$ cat src/rtl/rtc_bus_sequencer_if.sv
// ---------------------------------------------------------------------------
// rtc_bus_sequencer_if
// Groups the request/response handshake and the RTC pin bundle used by
// rtc_bus_sequencer.
//   Request side : start, rw, addr, burst_len, wdata        (to sequencer)
//   Response side: wdata_ack, busy, done, rdata, rvalid     (from sequencer)
//   RTC pins     : cs_n, wr_n, rd_n, ad, dq_out, dq_oe      (from sequencer)
//                  dq_in                                    (to sequencer)
// master = the requester/RTC model side, slave = the sequencer itself.
// ---------------------------------------------------------------------------
interface rtc_bus_sequencer_if #(
    parameter int DW = 8,
    parameter int BW = 4
);
    logic          start;
    logic          rw;
    logic [DW-1:0] addr;
    logic [BW-1:0] burst_len;
    logic [DW-1:0] wdata;
    logic          wdata_ack;
    logic          busy;
    logic          done;
    logic [DW-1:0] rdata;
    logic          rvalid;
    logic          cs_n;
    logic          wr_n;
    logic          rd_n;
    logic          ad;
    logic [DW-1:0] dq_out;
    logic          dq_oe;
    logic [DW-1:0] dq_in;

    modport master (
        output start, rw, addr, burst_len, wdata, dq_in,
        input  wdata_ack, busy, done, rdata, rvalid,
               cs_n, wr_n, rd_n, ad, dq_out, dq_oe
    );

    modport slave (
        input  start, rw, addr, burst_len, wdata, dq_in,
        output wdata_ack, busy, done, rdata, rvalid,
               cs_n, wr_n, rd_n, ad, dq_out, dq_oe
    );
endinterface

$ cat src/rtl/rtc_bus_sequencer.sv
// ---------------------------------------------------------------------------
// rtc_bus_sequencer
// Runs multiplexed-address RTC bus bursts: for every transfer an address
// phase (ad low, address strobed with cs_n/wr_n), an idle gap, and a data
// phase (write strobe with wdata, or read strobe sampling dq_in). The
// address auto-increments between transfers of a burst.
// Ports:
//   clk   - rising-edge clock
//   reset - asynchronous, active-low reset
//   bus   - rtc_bus_sequencer_if.slave (request, response and RTC pins)
// Every output is a flop: the output decode of the current state is
// registered, so pin activity trails the internal state by one cycle.
// ---------------------------------------------------------------------------
module rtc_bus_sequencer #(
    parameter int DW    = 8,
    parameter int BW    = 4,
    parameter int T_INI = 2,
    parameter int T_AS  = 1,
    parameter int T_CS  = 5,
    parameter int T_AH  = 1,
    parameter int T_GAP = 12,
    parameter int T_DH  = 1
) (
    input  logic               clk,
    input  logic               reset,
    rtc_bus_sequencer_if.slave bus
);

    function automatic int max2(input int a, input int b);
        return (a > b) ? a : b;
    endfunction

    localparam int T_MAX = max2(max2(max2(T_INI, T_AS), max2(T_CS, T_AH)), max2(T_GAP, T_DH));
    localparam int CW    = $clog2(T_MAX) + 1;

    typedef enum logic [3:0] {
        IDLE, INIT, A_SETUP, A_STROBE, A_HOLD, GAP, D_STROBE, D_HOLD, NEXT
    } state_t;

    typedef struct packed {
        logic          cs_n;
        logic          wr_n;
        logic          rd_n;
        logic          ad;
        logic          dq_oe;
        logic [DW-1:0] dq_out;
        logic          wdata_ack;
        logic          busy;
        logic          done;
        logic          rvalid;
        logic [DW-1:0] rdata;
    } out_t;

    localparam out_t OUT_RST = '{cs_n: 1'b1, wr_n: 1'b1, rd_n: 1'b1, ad: 1'b1,
                                 dq_oe: 1'b0, dq_out: DW'(0), wdata_ack: 1'b0,
                                 busy: 1'b0, done: 1'b0, rvalid: 1'b0, rdata: DW'(0)};

    state_t        state, state_next;
    logic [CW-1:0] cnt;
    logic [CW-1:0] dur;
    logic          last_cycle;
    logic          rw_q;
    logic [DW-1:0] addr_q;
    logic [DW-1:0] wdata_q;
    logic [BW-1:0] rem_q;
    out_t          out_d, out_q;

    // Length of the current state; untimed states count as one cycle so the
    // phase counter stays parked at zero there.
    always_comb begin
        case (state)
            INIT:     dur = CW'(T_INI);
            A_SETUP:  dur = CW'(T_AS);
            A_STROBE: dur = CW'(T_CS);
            A_HOLD:   dur = CW'(T_AH);
            GAP:      dur = CW'(T_GAP);
            D_STROBE: dur = CW'(T_CS);
            D_HOLD:   dur = CW'(T_DH);
            default:  dur = CW'(1);
        endcase
    end

    assign last_cycle = (cnt == dur - CW'(1));

    // State register, phase counter and per-burst context.
    // NOTE: sequential state uses non-blocking assignments so every flop
    // samples the pre-edge values, independent of statement order.
    always_ff @(posedge clk or negedge reset) begin
        if (!reset) begin
            state   <= IDLE;
            cnt     <= '0;
            rw_q    <= 1'b0;
            addr_q  <= '0;
            wdata_q <= '0;
            rem_q   <= '0;
        end else begin
            state <= state_next;
            cnt   <= last_cycle ? '0 : cnt + CW'(1);
            if (state == IDLE && bus.start) begin
                rw_q   <= bus.rw;
                addr_q <= bus.addr;
                rem_q  <= (bus.burst_len == '0) ? BW'(1) : bus.burst_len;
            end
            if (state == NEXT) begin
                rem_q  <= rem_q - BW'(1);
                addr_q <= addr_q + DW'(1);
            end
            if (state == GAP && cnt == '0 && !rw_q)
                wdata_q <= bus.wdata;
        end
    end

    // Next-state logic. Timed states only advance on their last cycle.
    always_comb begin
        state_next = state;
        case (state)
            IDLE:     if (bus.start)  state_next = INIT;
            INIT:     if (last_cycle) state_next = A_SETUP;
            A_SETUP:  if (last_cycle) state_next = A_STROBE;
            A_STROBE: if (last_cycle) state_next = A_HOLD;
            A_HOLD:   if (last_cycle) state_next = GAP;
            GAP:      if (last_cycle) state_next = D_STROBE;
            D_STROBE: if (last_cycle) state_next = D_HOLD;
            D_HOLD:   if (last_cycle) state_next = NEXT;
            NEXT:     state_next = (rem_q > BW'(1)) ? A_SETUP : IDLE;
            default:  state_next = IDLE;
        endcase
    end

    // Output decode of the current state, registered below.
    // NOTE: every field gets a default first, so no path leaves a value
    // unassigned and no latch is inferred.
    always_comb begin
        out_d        = OUT_RST;
        out_d.rdata  = out_q.rdata;
        out_d.busy   = (state_next != IDLE);
        case (state)
            A_SETUP, A_HOLD: begin
                out_d.ad     = 1'b0;
                out_d.dq_oe  = 1'b1;
                out_d.dq_out = addr_q;
            end
            A_STROBE: begin
                out_d.ad     = 1'b0;
                out_d.cs_n   = 1'b0;
                out_d.wr_n   = 1'b0;
                out_d.dq_oe  = 1'b1;
                out_d.dq_out = addr_q;
            end
            GAP: begin
                if (!rw_q) begin
                    out_d.wdata_ack = (cnt == '0);
                    // Pre-drive write data one cycle ahead of the strobe.
                    if (last_cycle) begin
                        out_d.dq_oe  = 1'b1;
                        out_d.dq_out = wdata_q;
                    end
                end
            end
            D_STROBE: begin
                out_d.cs_n = 1'b0;
                if (rw_q) begin
                    out_d.rd_n = 1'b0;
                end else begin
                    out_d.wr_n   = 1'b0;
                    out_d.dq_oe  = 1'b1;
                    out_d.dq_out = wdata_q;
                end
            end
            D_HOLD: begin
                if (!rw_q) begin
                    out_d.dq_oe  = 1'b1;
                    out_d.dq_out = wdata_q;
                end else if (cnt == '0) begin
                    // This edge is the one where rd_n rises on the pins.
                    out_d.rdata  = bus.dq_in;
                    out_d.rvalid = 1'b1;
                end
            end
            NEXT:    out_d.done = (rem_q <= BW'(1));
            default: ;
        endcase
    end

    always_ff @(posedge clk or negedge reset) begin
        if (!reset) out_q <= OUT_RST;
        else        out_q <= out_d;
    end

    assign bus.cs_n      = out_q.cs_n;
    assign bus.wr_n      = out_q.wr_n;
    assign bus.rd_n      = out_q.rd_n;
    assign bus.ad        = out_q.ad;
    assign bus.dq_oe     = out_q.dq_oe;
    assign bus.dq_out    = out_q.dq_out;
    assign bus.wdata_ack = out_q.wdata_ack;
    assign bus.busy      = out_q.busy;
    assign bus.done      = out_q.done;
    assign bus.rvalid    = out_q.rvalid;
    assign bus.rdata     = out_q.rdata;

endmodule

$ cat src/flat_wrapper.sv
// flat-port wrapper written by rule: the top's interface ports become plain ports
module rtc_bus_sequencer_flat 
#(
    parameter int DW    = 8,
    parameter int BW    = 4,
    parameter int T_INI = 2,
    parameter int T_AS  = 1,
    parameter int T_CS  = 5,
    parameter int T_AH  = 1,
    parameter int T_GAP = 12,
    parameter int T_DH  = 1
)
  (clk, reset, bus_start, bus_rw, bus_addr, bus_burst_len, bus_wdata, bus_dq_in, bus_wdata_ack, bus_busy, bus_done, bus_rdata, bus_rvalid, bus_cs_n, bus_wr_n, bus_rd_n, bus_ad, bus_dq_out, bus_dq_oe);
  rtc_bus_sequencer_if #(.DW(DW), .BW(BW)) bus_i ();
  input  logic clk;
  input  logic reset;
  input wire logic [$bits(bus_i.start)-1:0] bus_start;
  input wire logic [$bits(bus_i.rw)-1:0] bus_rw;
  input wire logic [$bits(bus_i.addr)-1:0] bus_addr;
  input wire logic [$bits(bus_i.burst_len)-1:0] bus_burst_len;
  input wire logic [$bits(bus_i.wdata)-1:0] bus_wdata;
  input wire logic [$bits(bus_i.dq_in)-1:0] bus_dq_in;
  output wire logic [$bits(bus_i.wdata_ack)-1:0] bus_wdata_ack;
  output wire logic [$bits(bus_i.busy)-1:0] bus_busy;
  output wire logic [$bits(bus_i.done)-1:0] bus_done;
  output wire logic [$bits(bus_i.rdata)-1:0] bus_rdata;
  output wire logic [$bits(bus_i.rvalid)-1:0] bus_rvalid;
  output wire logic [$bits(bus_i.cs_n)-1:0] bus_cs_n;
  output wire logic [$bits(bus_i.wr_n)-1:0] bus_wr_n;
  output wire logic [$bits(bus_i.rd_n)-1:0] bus_rd_n;
  output wire logic [$bits(bus_i.ad)-1:0] bus_ad;
  output wire logic [$bits(bus_i.dq_out)-1:0] bus_dq_out;
  output wire logic [$bits(bus_i.dq_oe)-1:0] bus_dq_oe;
  assign bus_i.start = bus_start;
  assign bus_i.rw = bus_rw;
  assign bus_i.addr = bus_addr;
  assign bus_i.burst_len = bus_burst_len;
  assign bus_i.wdata = bus_wdata;
  assign bus_i.dq_in = bus_dq_in;
  assign bus_wdata_ack = bus_i.wdata_ack;
  assign bus_busy = bus_i.busy;
  assign bus_done = bus_i.done;
  assign bus_rdata = bus_i.rdata;
  assign bus_rvalid = bus_i.rvalid;
  assign bus_cs_n = bus_i.cs_n;
  assign bus_wr_n = bus_i.wr_n;
  assign bus_rd_n = bus_i.rd_n;
  assign bus_ad = bus_i.ad;
  assign bus_dq_out = bus_i.dq_out;
  assign bus_dq_oe = bus_i.dq_oe;
  rtc_bus_sequencer #(.DW(DW), .BW(BW), .T_INI(T_INI), .T_AS(T_AS), .T_CS(T_CS), .T_AH(T_AH), .T_GAP(T_GAP), .T_DH(T_DH)) u_core (.clk(clk), .reset(reset), .bus(bus_i));
endmodule
$ cat config.mk
export PLATFORM = sky130hd
export DESIGN_NAME = rtc_bus_sequencer_flat
export DESIGN_NICKNAME = d
export VERILOG_FILES = /design/src/rtl/rtc_bus_sequencer_if.sv /design/src/rtl/rtc_bus_sequencer.sv /design/src/flat_wrapper.sv
export SDC_FILE = /design/constraint.sdc
export NUM_CORES = 1
export LEC_CHECK = 0
export BUFFER_PORTS_ARGS = -buffer_cell sky130_fd_sc_hd__buf_2
export CAP_MARGIN = 20
export CORE_MARGIN = 2
export CORE_UTILIZATION = 45
export CTS_BUF_LIST = sky130_fd_sc_hd__clkbuf_8
export CTS_CLUSTER_DIAMETER = 150
export DETAILED_ROUTE_END_ITERATION = 8
export GPL_ROUTABILITY_DRIVEN = 1
export GPL_TIMING_DRIVEN = 0
export PLACE_DENSITY = 0.68
export SLEW_MARGIN = 20
export SYNTH_ARGS = -nofsm -noshare
export SYNTH_HDL_FRONTEND = slang
export SYNTH_SLANG_ARGS = --single-unit
$ cat constraint.sdc
create_clock -name clk -period 3.2 [get_ports clk]
set_clock_uncertainty 0.2 [all_clocks]
set_input_delay 0.16 -clock clk [delete_from_list [all_inputs] [get_ports clk]]
set_output_delay 0.16 -clock clk [all_outputs]
set_load 0.02 [all_outputs]
==> results_dict.tcl, run 1 <==
set metrics [dict create \
    netlist-cell-type-count 51 \
    setup_violations 0 \
    antenna_found_initial 0 \
    core_mm2 0.00557 \
    synthArstFlopShare_pct 100 \
    grt_pass1_wl_mm 9.09 \
    layout-drive-gt1-share_pct 30.5 \
    areaGrowthSynthToFinish_pct 29.4 \
    drv_slew 0 \
    track_usage_pct 18.3 \
    ys_ff_latch 55 \
    rsz0062_at_grt "no" \
    synth_top_area_share_pct 48.5 \
    r2r_end "u_core.state[1]" \
    die_w_um 80.5 \
    whs_endpoint "u_core.rem_q[1]" \
    pin_count 57 \
    hold_buffers 30 \
    final_common_cell "buf_2" \
    synth_area_leaders "dfrtp_1, mux2_4, dfstp_2" \
    num_rows 27 \
    start_kind "flip-flop" \
    cts.repair.resized 0 \
    mostFrequentLayoutCells "buf_2, dfrtp_1, dlygate4sd3_1" \
    post_drt_via_cell_ratio 5.12 \
    avgSynthCellArea_um2 11.1 \
    drt-met1-wl_mm 2.61 \
    yosysSeqAreaShare_pct 52.5 \
    holdCritStartpoint "bus_burst_len[1]" \
    setup_ws_ns 0.517 \
    ys_warn_count 0 \
    synth_edf_count 0 \
    max_slew_margin_pct 55.2 \
    ys_dominant_reg_cell "dfrtp_1" \
    grt_max_degree 56 \
    clkSlewWorstSetupHoldPaths_ns 0.10 \
    vdd_ir_drop_max_mv 0.197 \
    postRouteAntennaNets 0 \
    route.met3.wl_um 186 \
    overflow 0 \
    cts_root_buffer "clkbuf_8" \
    cts_tree "yes" \
    dieArea_mm2 0.00647 \
    wl_per_cell_um 13.6 \
    path_max_fanout 10 \
    fillCellCount 463 \
    dp_hpwl_mm 3.69 \
    clk_latency_ns 0.31 \
    wl_mm 5.50 \
    r2r-start "u_core.state[1]" \
    dpl_cell_area_mm2 0.00300 \
    power_density_mw_per_mm2 381 \
    clockBufferDepth 2 \
    cts_made_buffers 5 \
    finalHoldViolCount 0 \
    post-route-drc-count 0 \
    syn_nets 275 \
    gp_congestion 0.884 \
    fin_crit_ns 2.68 \
    first_pass_iters 4 \
    r2r_cells 10 \
    port-buffer-count 56 \
    fin_area_mm2 0.00341 \
    rrSetupSlack_ns 0.52 \
    synth_area_leader_cell "dfrtp_1" \
    grt_pass1_vias 1982 \
    syn_area_mm2 0.00263 \
    final_nets 368 \
    crit_type "flip-flop to flip-flop" \
    place_ws_ns 0.551 \
    hold_class "input pin to flip-flop" \
    clock-sinks 55 \
    initialDrtViolationCount 116 \
    fin_setup_tns_ns 0 \
    vias 2067 \
    top_layer_used "met4" \
    finalCritPeriodShare_pct 83.8 \
    finalPower_uw 1300 \
    run_status "completed" \
    initial_core_util_pct 47.2 \
    endpoint_kind "flip-flop" \
    route.met2.wl_mm 2.61 \
    die_height_um 80.5 \
    cts_htree_levels 2 \
    drv_cap 0 \
    hold_depth 4 \
    worstPathRequired_ns 3.19 \
    fmax_mhz 373 \
    worst_pin_slew_ns 0.672 \
    cp.arrival_ns 2.67 \
    syn_inst 237 \
    leakage_uw 0.00156 \
    postCtsSetupBuffers 0 \
]
layout make-up:
class | count | area (µm²) | share of cell area (%)
well taps | 72 | 90.1 | 2.65
inverters | 10 | 37.5 | 1.10
plain buffers | 9 | 45.0 | 1.32
repair buffers | 86 | 583 | 17.1
flip-flops and latches | 55 | 1380 | 40.6
multi-input cells | 163 | 1170 | 34.3
clock buffers | 6 | 82.6 | 2.42
diodes | 1 | 2.50 | 0.0735
clock inverters | 2 | 16.3 | 0.478
synthesized netlist by cell type, types with 3 or more instances:
library cell,number
a21oi_1,9
a22o_1,8
a31oi_1,4
and3_1,3
buf_2,5
dfrtp_1,51
dfstp_2,4
ha_1,6
inv_1,9
mux2_1,4
mux2_2,5
mux2_4,8
nand2_1,22
nand3_1,9
nor2_1,20
nor2b_1,3
nor3_1,5
o21ai_0,6
o21ai_1,6
xnor2_1,6
xor2_1,4
routing by layer:
metal	vias up	track usage [%]
li1	1025	-
met1	989	24.2
met2	44	29.5
met3	9	3.03
met4	0	7.97
met5	-	0
worst max-delay path by stage:
stage / from / endpoint / slack, ns
after global routing: u_core.state[1] / u_core.state[1] / 0.36
after floorplan: u_core.state[1] / u_core.state[1] / 0.78
after global placement: u_core.state[1] / u_core.state[1] / 0.56
final: u_core.state[1] / u_core.state[1] / 0.52
after detailed placement: u_core.state[1] / u_core.state[1] / 0.55
after CTS: u_core.state[1] / u_core.state[1] / 0.53
state kept, by name, indices dropped and copies added, names as in the netlist:
signal	flops
u_core.addr_q	8
u_core.bus.dq_out	8
u_core.bus.rdata	8
u_core.wdata_q	8
u_core.cnt	5
u_core.rem_q	4
u_core.state	4
u_core.bus.ad	1
u_core.bus.busy	1
u_core.bus.cs_n	1
u_core.bus.done	1
u_core.bus.dq_oe	1
u_core.bus.rd_n	1
u_core.bus.rvalid	1
u_core.bus.wdata_ack	1
u_core.bus.wr_n	1
u_core.rw_q	1
metrics by stage:
stage | util (%) | hold WS [ns] | std cells
2_1_floorplan | - | -0.336 | 237
3_3_place_gp | 53.8 | 0.173 | 365
3_5_place_dp | 53.9 | 0.0528 | 365
4_1_cts | 61.1 | 0.0116 | 403
5_1_grt | 61.1 | 0.0342 | 403
6_report | 61.1 | 0.00824 | 404
cells by family (layout without fill, tap and decap cells):
logic type      count (synthesis)  in the layout  synth area share (%)
xor+xnor                       10             10                  3.33
other cells                     0              1                     0
buf+inv                        19            113                  3.14
flops                          55             55                  52.5
fa+ha+maj                       6              6                  2.85
compound gates                 47             47                  12.4
simple gates                   81             81                  16.6
mux                            19             19                  9.18
critical path, cell delays in order, from the launching register on:
cell	delay [ns]
dfrtp_1	0.37
buf_2	0.17
nor3b_2	0.33
nand2b_1	0.10
ha_1	0.21
xnor2_1	0.30
o311a_1	0.22
o2111a_1	0.21
buf_4	0.19
mux2i_1	0.18
o21ai_1	0.07
power by group:
group | total [µW] | internal, µW | switching, µW | leakage (µW)
clock network | 405 | 177 | 228 | 0.0000474
registers | 743 | 727 | 15.8 | 0.000664
logic | 151 | 78.4 | 73.0 | 0.000847
total | 1300 | 982 | 316 | 0.00156
(Power assumes the default switching activity.)
==> run 2: changes to the inputs <==
clock period = 2.74 ns   (was 3.2 ns; I/O delays follow)
==> results_dict.tcl, run 2 (synthesis gave the netlist of run 1 again) <==
set metrics [dict create \
    drv_cap 0 \
    post_drt_via_cell_ratio 5.13 \
    clock-sinks 55 \
    utilization_pct 61.8 \
    leakage_uw 0.00157 \
    dp_hpwl_mm 3.69 \
    initial_core_util_pct 47.2 \
    num_rows 27 \
    final_common_cell "buf_2" \
    initialDrtViolationCount 114 \
    cts_tree "yes" \
    postRouteAntennaNets 0 \
    clkSlewWorstSetupHoldPaths_ns 0.10 \
    fmax_mhz 382 \
    cts_root_buffer "clkbuf_8" \
    die_height_um 80.5 \
    instances_no_fill 407 \
    setup_ws_ns 0.121 \
    overflow 0 \
    switchingPower_uw 371 \
    antenna_found_initial 0 \
    pin_count 57 \
    hold_class "input pin to asynchronous set/reset pin" \
    core_mm2 0.00557 \
    worst_pin_slew_ns 0.680 \
    first_pass_iters 4 \
    finalCritPeriodShare_pct 95.6 \
    p_seq_share_pct 57.1 \
    grt_max_degree 56 \
    vdd_ir_drop_max_mv 0.230 \
    drv_slew 0 \
    power_density_mw_per_mm2 441 \
    cp_cell_sequence "buf_2 > nor3b_4 > nand2b_1 > ha_1 > xnor2_2 > nor4_1 > o2111a_1 > buf_4 > mux2i_1 > o21ai_1" \
    clkPwrFrac_pct 31.2 \
    start_kind "flip-flop" \
    post-route-drc-count 0 \
    dieArea_mm2 0.00647 \
    finalHoldViolCount 0 \
    power.share.combinational_pct 11.8 \
    vias 2086 \
    grt_pass1_wl_mm 9.07 \
    slowest_stage "nor4_1" \
    final_nets 371 \
    max_slew_margin_pct 54.7 \
    track_usage_pct 18.2 \
    die_w_um 80.5 \
    cts_htree_levels 2 \
    port-buffer-count 56 \
    wl_mm 5.53 \
    worstPathRequired_ns 2.73 \
    cpLargestDelayFamily "simple AND/OR/NAND/NOR gates" \
    grt_pass1_vias 1968 \
    gp_congestion 0.884 \
    internal_power_uw 1150 \
    cp.arrival_ns 2.60 \
    fin_crit_ns 2.62 \
    mostFrequentLayoutCells "buf_2, dfrtp_1, dlygate4sd3_1" \
    switching_share_pct 24.4 \
    layout-drive-gt1-share_pct 30.8 \
    crit_type "flip-flop to flip-flop" \
    areaGrowthSynthToFinish_pct 31.0 \
    run_status "completed" \
    place_inst 365 \
    path_max_fanout 10 \
    wl_per_cell_um 13.6 \
    fillCellCount 457 \
    cp.depth 10 \
    place_ws_ns 0.0907 \
    critPathMaxStageDelay_ns 0.34 \
    r2r_cells 10 \
    endpoint_kind "flip-flop" \
    critPathBufInv 2 \
    setup_violations 0 \
    clk_latency_ns 0.31 \
    cts_made_buffers 5 \
    clockBufferDepth 2 \
]
run 2: changes by cell type in the layout (fill, tap and decap cells not counted):
cell	before	now
dlygate4sd3_1	30	32
xnor2_1	6	5
nor3b_2	1	0
nor3b_4	0	1
buf_4	2	3
xnor2_2	0	1
run 2: area by class of cell:
type / count / area, µm² / share of cell area (%)
timing repair buffer: 89 / 611 / 17.7
antenna: 1 / 2.50 / 0.0726
multi-input combinational: 163 / 1180 / 34.3
tap: 72 / 90.1 / 2.61
sequential: 55 / 1380 / 40.1
buffer: 9 / 45.0 / 1.31
inverter: 10 / 37.5 / 1.09
clock buffer: 6 / 82.6 / 2.40
clock inverter: 2 / 16.3 / 0.472
run 2: worst paths after layout:
kind / start / to / slack [ns]
max: u_core.state[0] / u_core.state[1] / 0.12
min: reset / u_core.cnt[2] / 0.19
max reg2reg: u_core.state[0] / u_core.state[1] / 0.12
min reg2reg: u_core.bus.rdata[6] / u_core.bus.rdata[6] / 0.30
max in group asynchronous: reset / u_core.wdata_q[6] / 1.68
min in group clk: u_core.bus.rdata[6] / u_core.bus.rdata[6] / 0.30
run 2: worst reg2reg max path, delay by kind of cell (launching register included):
kind | cells | cell delay [ns]
AO/OA/AOI/OAI | 2 | 0.30
XOR/XNOR | 1 | 0.16
adder cells (fa/ha/maj) | 1 | 0.23
buffers and inverters | 2 | 0.38
flip-flops | 1 | 0.33
multiplexers | 1 | 0.19
AND/OR/NAND/NOR | 3 | 0.71
run 2: routing by layer:
metal,GRT usage [%],up-vias,wire length [µm]
met1,24.2,997,2600
met3,3.03,9,221
met5,0,-,0
met2,29.4,50,2620
met4,7.97,0,91
li1,-,1030,-
run 2: through the flow:
stage / power, µW / hold WS, ns / TNS [ns] / cell area, µm²
2_1_floorplan: 959 / -0.359 / 0 / 2630
3_3_place_gp: 1030 / 0.150 / 0 / 3000
3_5_place_dp: 1030 / 0.0298 / 0 / 3000
4_1_cts: 1540 / 0.234 / 0 / 3420
5_1_grt: 1580 / 0.272 / -0.0815 / 3440
6_report: 1520 / 0.188 / 0 / 3450
run 2: timing repair:
item                                    CTS  global route
setup buffers                             0             1
endpoints found under the setup margin    0            11
resized for setup                         0             2
endpoints found under the hold margin    81             0
hold buffers                             32             0
run 2: power by group through the flow:
stage               sequential, µW  clock [µW]  combinational (µW)
detailed placement             883           0                 148
floorplan                      908           0                50.1
finish                         867         474                 179
global route                   872         506                 197
global placement               882           0                 144
CTS                            867         488                 182
==> run 3: changes to the inputs <==
CELL_PAD_IN_SITES_DETAIL_PLACEMENT = 0   (was default)
CELL_PAD_IN_SITES_GLOBAL_PLACEMENT = 1   (was default)
CORE_UTILIZATION = 44   (was 45)
PLACE_DENSITY = default   (was 0.68)
PLACE_DENSITY_LB_ADDON = 0.1   (was default)
==> results_dict.tcl, run 3 (synthesis gave the netlist of run 1 again) <==
set metrics [dict create \
    run_status "completed" \
    fin_crit_ns 2.56 \
    initial_core_util_pct 45.0 \
    finalHoldViolCount 0 \
    endpoint_kind "flip-flop" \
    antenna_found_initial 0 \
    postRouteAntennaNets 0 \
    cp.arrival_ns 2.55 \
    cts_tree "yes" \
    grt_pass1_wl_mm 9.52 \
    critPathMaxStageDelay_ns 0.37 \
    switchingPower_uw 379 \
    r2r-start "u_core.state[1]" \
    diodes 0 \
    place_inst 368 \
    rrSetupSlack_ns 0.18 \
    vdd_ir_drop_max_mv 0.207 \
    cpLargestDelayFamily "simple AND/OR/NAND/NOR gates" \
    pin_count 57 \
    power_density_mw_per_mm2 478 \
    final_common_cell "buf_2" \
    p_seq_share_pct 51.4 \
    final_nets 375 \
    cp-endpoint "u_core.state[1]" \
    core_mm2 0.00585 \
    clkPwrFrac_pct 37.9 \
    overflow 0 \
    fin_area_mm2 0.00353 \
    rsz0062_at_grt "no" \
    internal_power_uw 1310 \
    dp_hpwl_mm 3.84 \
    first_pass_iters 4 \
    grt.met2_usage_pct 31.0 \
    dpl_cell_area_mm2 0.00301 \
    leakage_uw 0.00161 \
    critPathBufInv 2 \
    start_kind "flip-flop" \
    slowest_stage "dfrtp_1" \
    crit_type "flip-flop to flip-flop" \
    finalCritPeriodShare_pct 93.6 \
    clk_latency_ns 0.31 \
    layout-drive-gt1-share_pct 32.0 \
    path_max_fanout 9 \
    switching_share_pct 22.5 \
    die_height_um 81.3 \
    cp_cell_sequence "buf_2 > nor3b_4 > nand2b_1 > ha_1 > xnor2_2 > nor4_2 > o2111a_1 > buf_6 > mux2i_1 > o21ai_1" \
    die_w_um 81.3 \
    cts_made_buffers 5 \
    vias 2079 \
    setup_violations 0 \
    initialDrtViolationCount 92 \
    instances_no_fill 413 \
    mostFrequentLayoutCells "buf_2, dfrtp_1, dlygate4sd3_1" \
    gp_congestion 0.808 \
    post-route-drc-count 0 \
    dieArea_mm2 0.00661 \
    grt.busiest_layer "met2" \
    cts_htree_levels 2 \
    worstPathRequired_ns 2.73 \
    areaGrowthSynthToFinish_pct 34.1 \
    max_slew_margin_pct 49.7 \
    r2r_end "u_core.state[1]" \
    cts_root_buffer "clkbuf_8" \
    cp.depth 10 \
    worst_pin_slew_ns 0.751 \
    num_rows 28 \
    clkSlewWorstSetupHoldPaths_ns 0.10 \
    grt_pass1_vias 2096 \
    utilization_pct 60.3 \
    track_usage_pct 18.7 \
    fillCellCount 490 \
    fmax_mhz 390 \
    use_met1_pct 24.7 \
    crit_path_start "u_core.state[1]" \
    r2r_cells 10 \
    fin_setup_tns_ns 0 \
    grt_max_degree 56 \
    wl_per_cell_um 13.9 \
    post_drt_via_cell_ratio 5.03 \
    clockBufferDepth 2 \
    drv_cap 0 \
    wl_mm 5.75 \
    clock-sinks 55 \
    hold_slack_ns 0.200 \
    drv_slew 0 \
    power.share.combinational_pct 10.7 \
    grtUsageMet3_pct 3.67 \
    hold_class "input pin to asynchronous set/reset pin" \
    port-buffer-count 56 \
]
run 3: changes by cell type in the layout (fill, tap and decap cells not counted), sizes merged:
cell / previous run / this run
bufinv: 0 / 2
clkinv: 1 / 0
diode: 1 / 0
buf: 65 / 68
run 3: layout make-up:
| type | instances | area, µm² | area share (%) |
|---|---|---|---|
| buffer | 9 | 51.3 | 1.45 |
| clock buffer | 5 | 68.8 | 1.95 |
| clock inverter | 3 | 67.6 | 1.91 |
| inverter | 10 | 37.5 | 1.06 |
| multi-input combinational | 163 | 1190 | 33.7 |
| sequential | 55 | 1380 | 39.1 |
| tap | 75 | 93.8 | 2.66 |
| timing repair buffer | 93 | 641 | 18.2 |
run 3: worst min-delay path by stage:
stage                               end  slack [ns]  cells after the start
floorplan              u_core.addr_q[0]       -0.36                      0
global placement       u_core.addr_q[0]        0.14                      3
detailed placement        u_core.cnt[0]        0.03                      1
CTS                 u_core.bus.rdata[7]        0.23                      2
global route            u_core.state[0]        0.27                      2
finish                    u_core.cnt[1]        0.20                      2
run 3: power by group through the flow:
stage               registers, µW  clock network (µW)  logic, µW
floorplan                     908                   0       50.1
global placement              882                   0        147
detailed placement            883                   0        148
CTS                           867                 652        182
global route                  873                 690        199
finish                        867                 639        180
run 3: through the flow:
step	setup slack (ns)	power [µW]
floorplan	0.322	959
global placement	0.00319	1030
detailed placement	0.0191	1030
CTS	0.0413	1700
global route	0.00230	1760
finish	0.175	1690
run 3: routing by layer:
metal	up-vias	routed length, µm
li1	1040	-
met2	58	2650
met3	11	287
met4	0	85
met5	-	0
met1	970	2730
run 3: what timing repair did:
action	in CTS	in global routing
endpoints found under the hold margin	81	0
setup endpoints to repair	1	11
cloned	0	0
pin swaps	0	2
resized for setup	1	4
buffers inserted	0	5
hold buffers	32	0
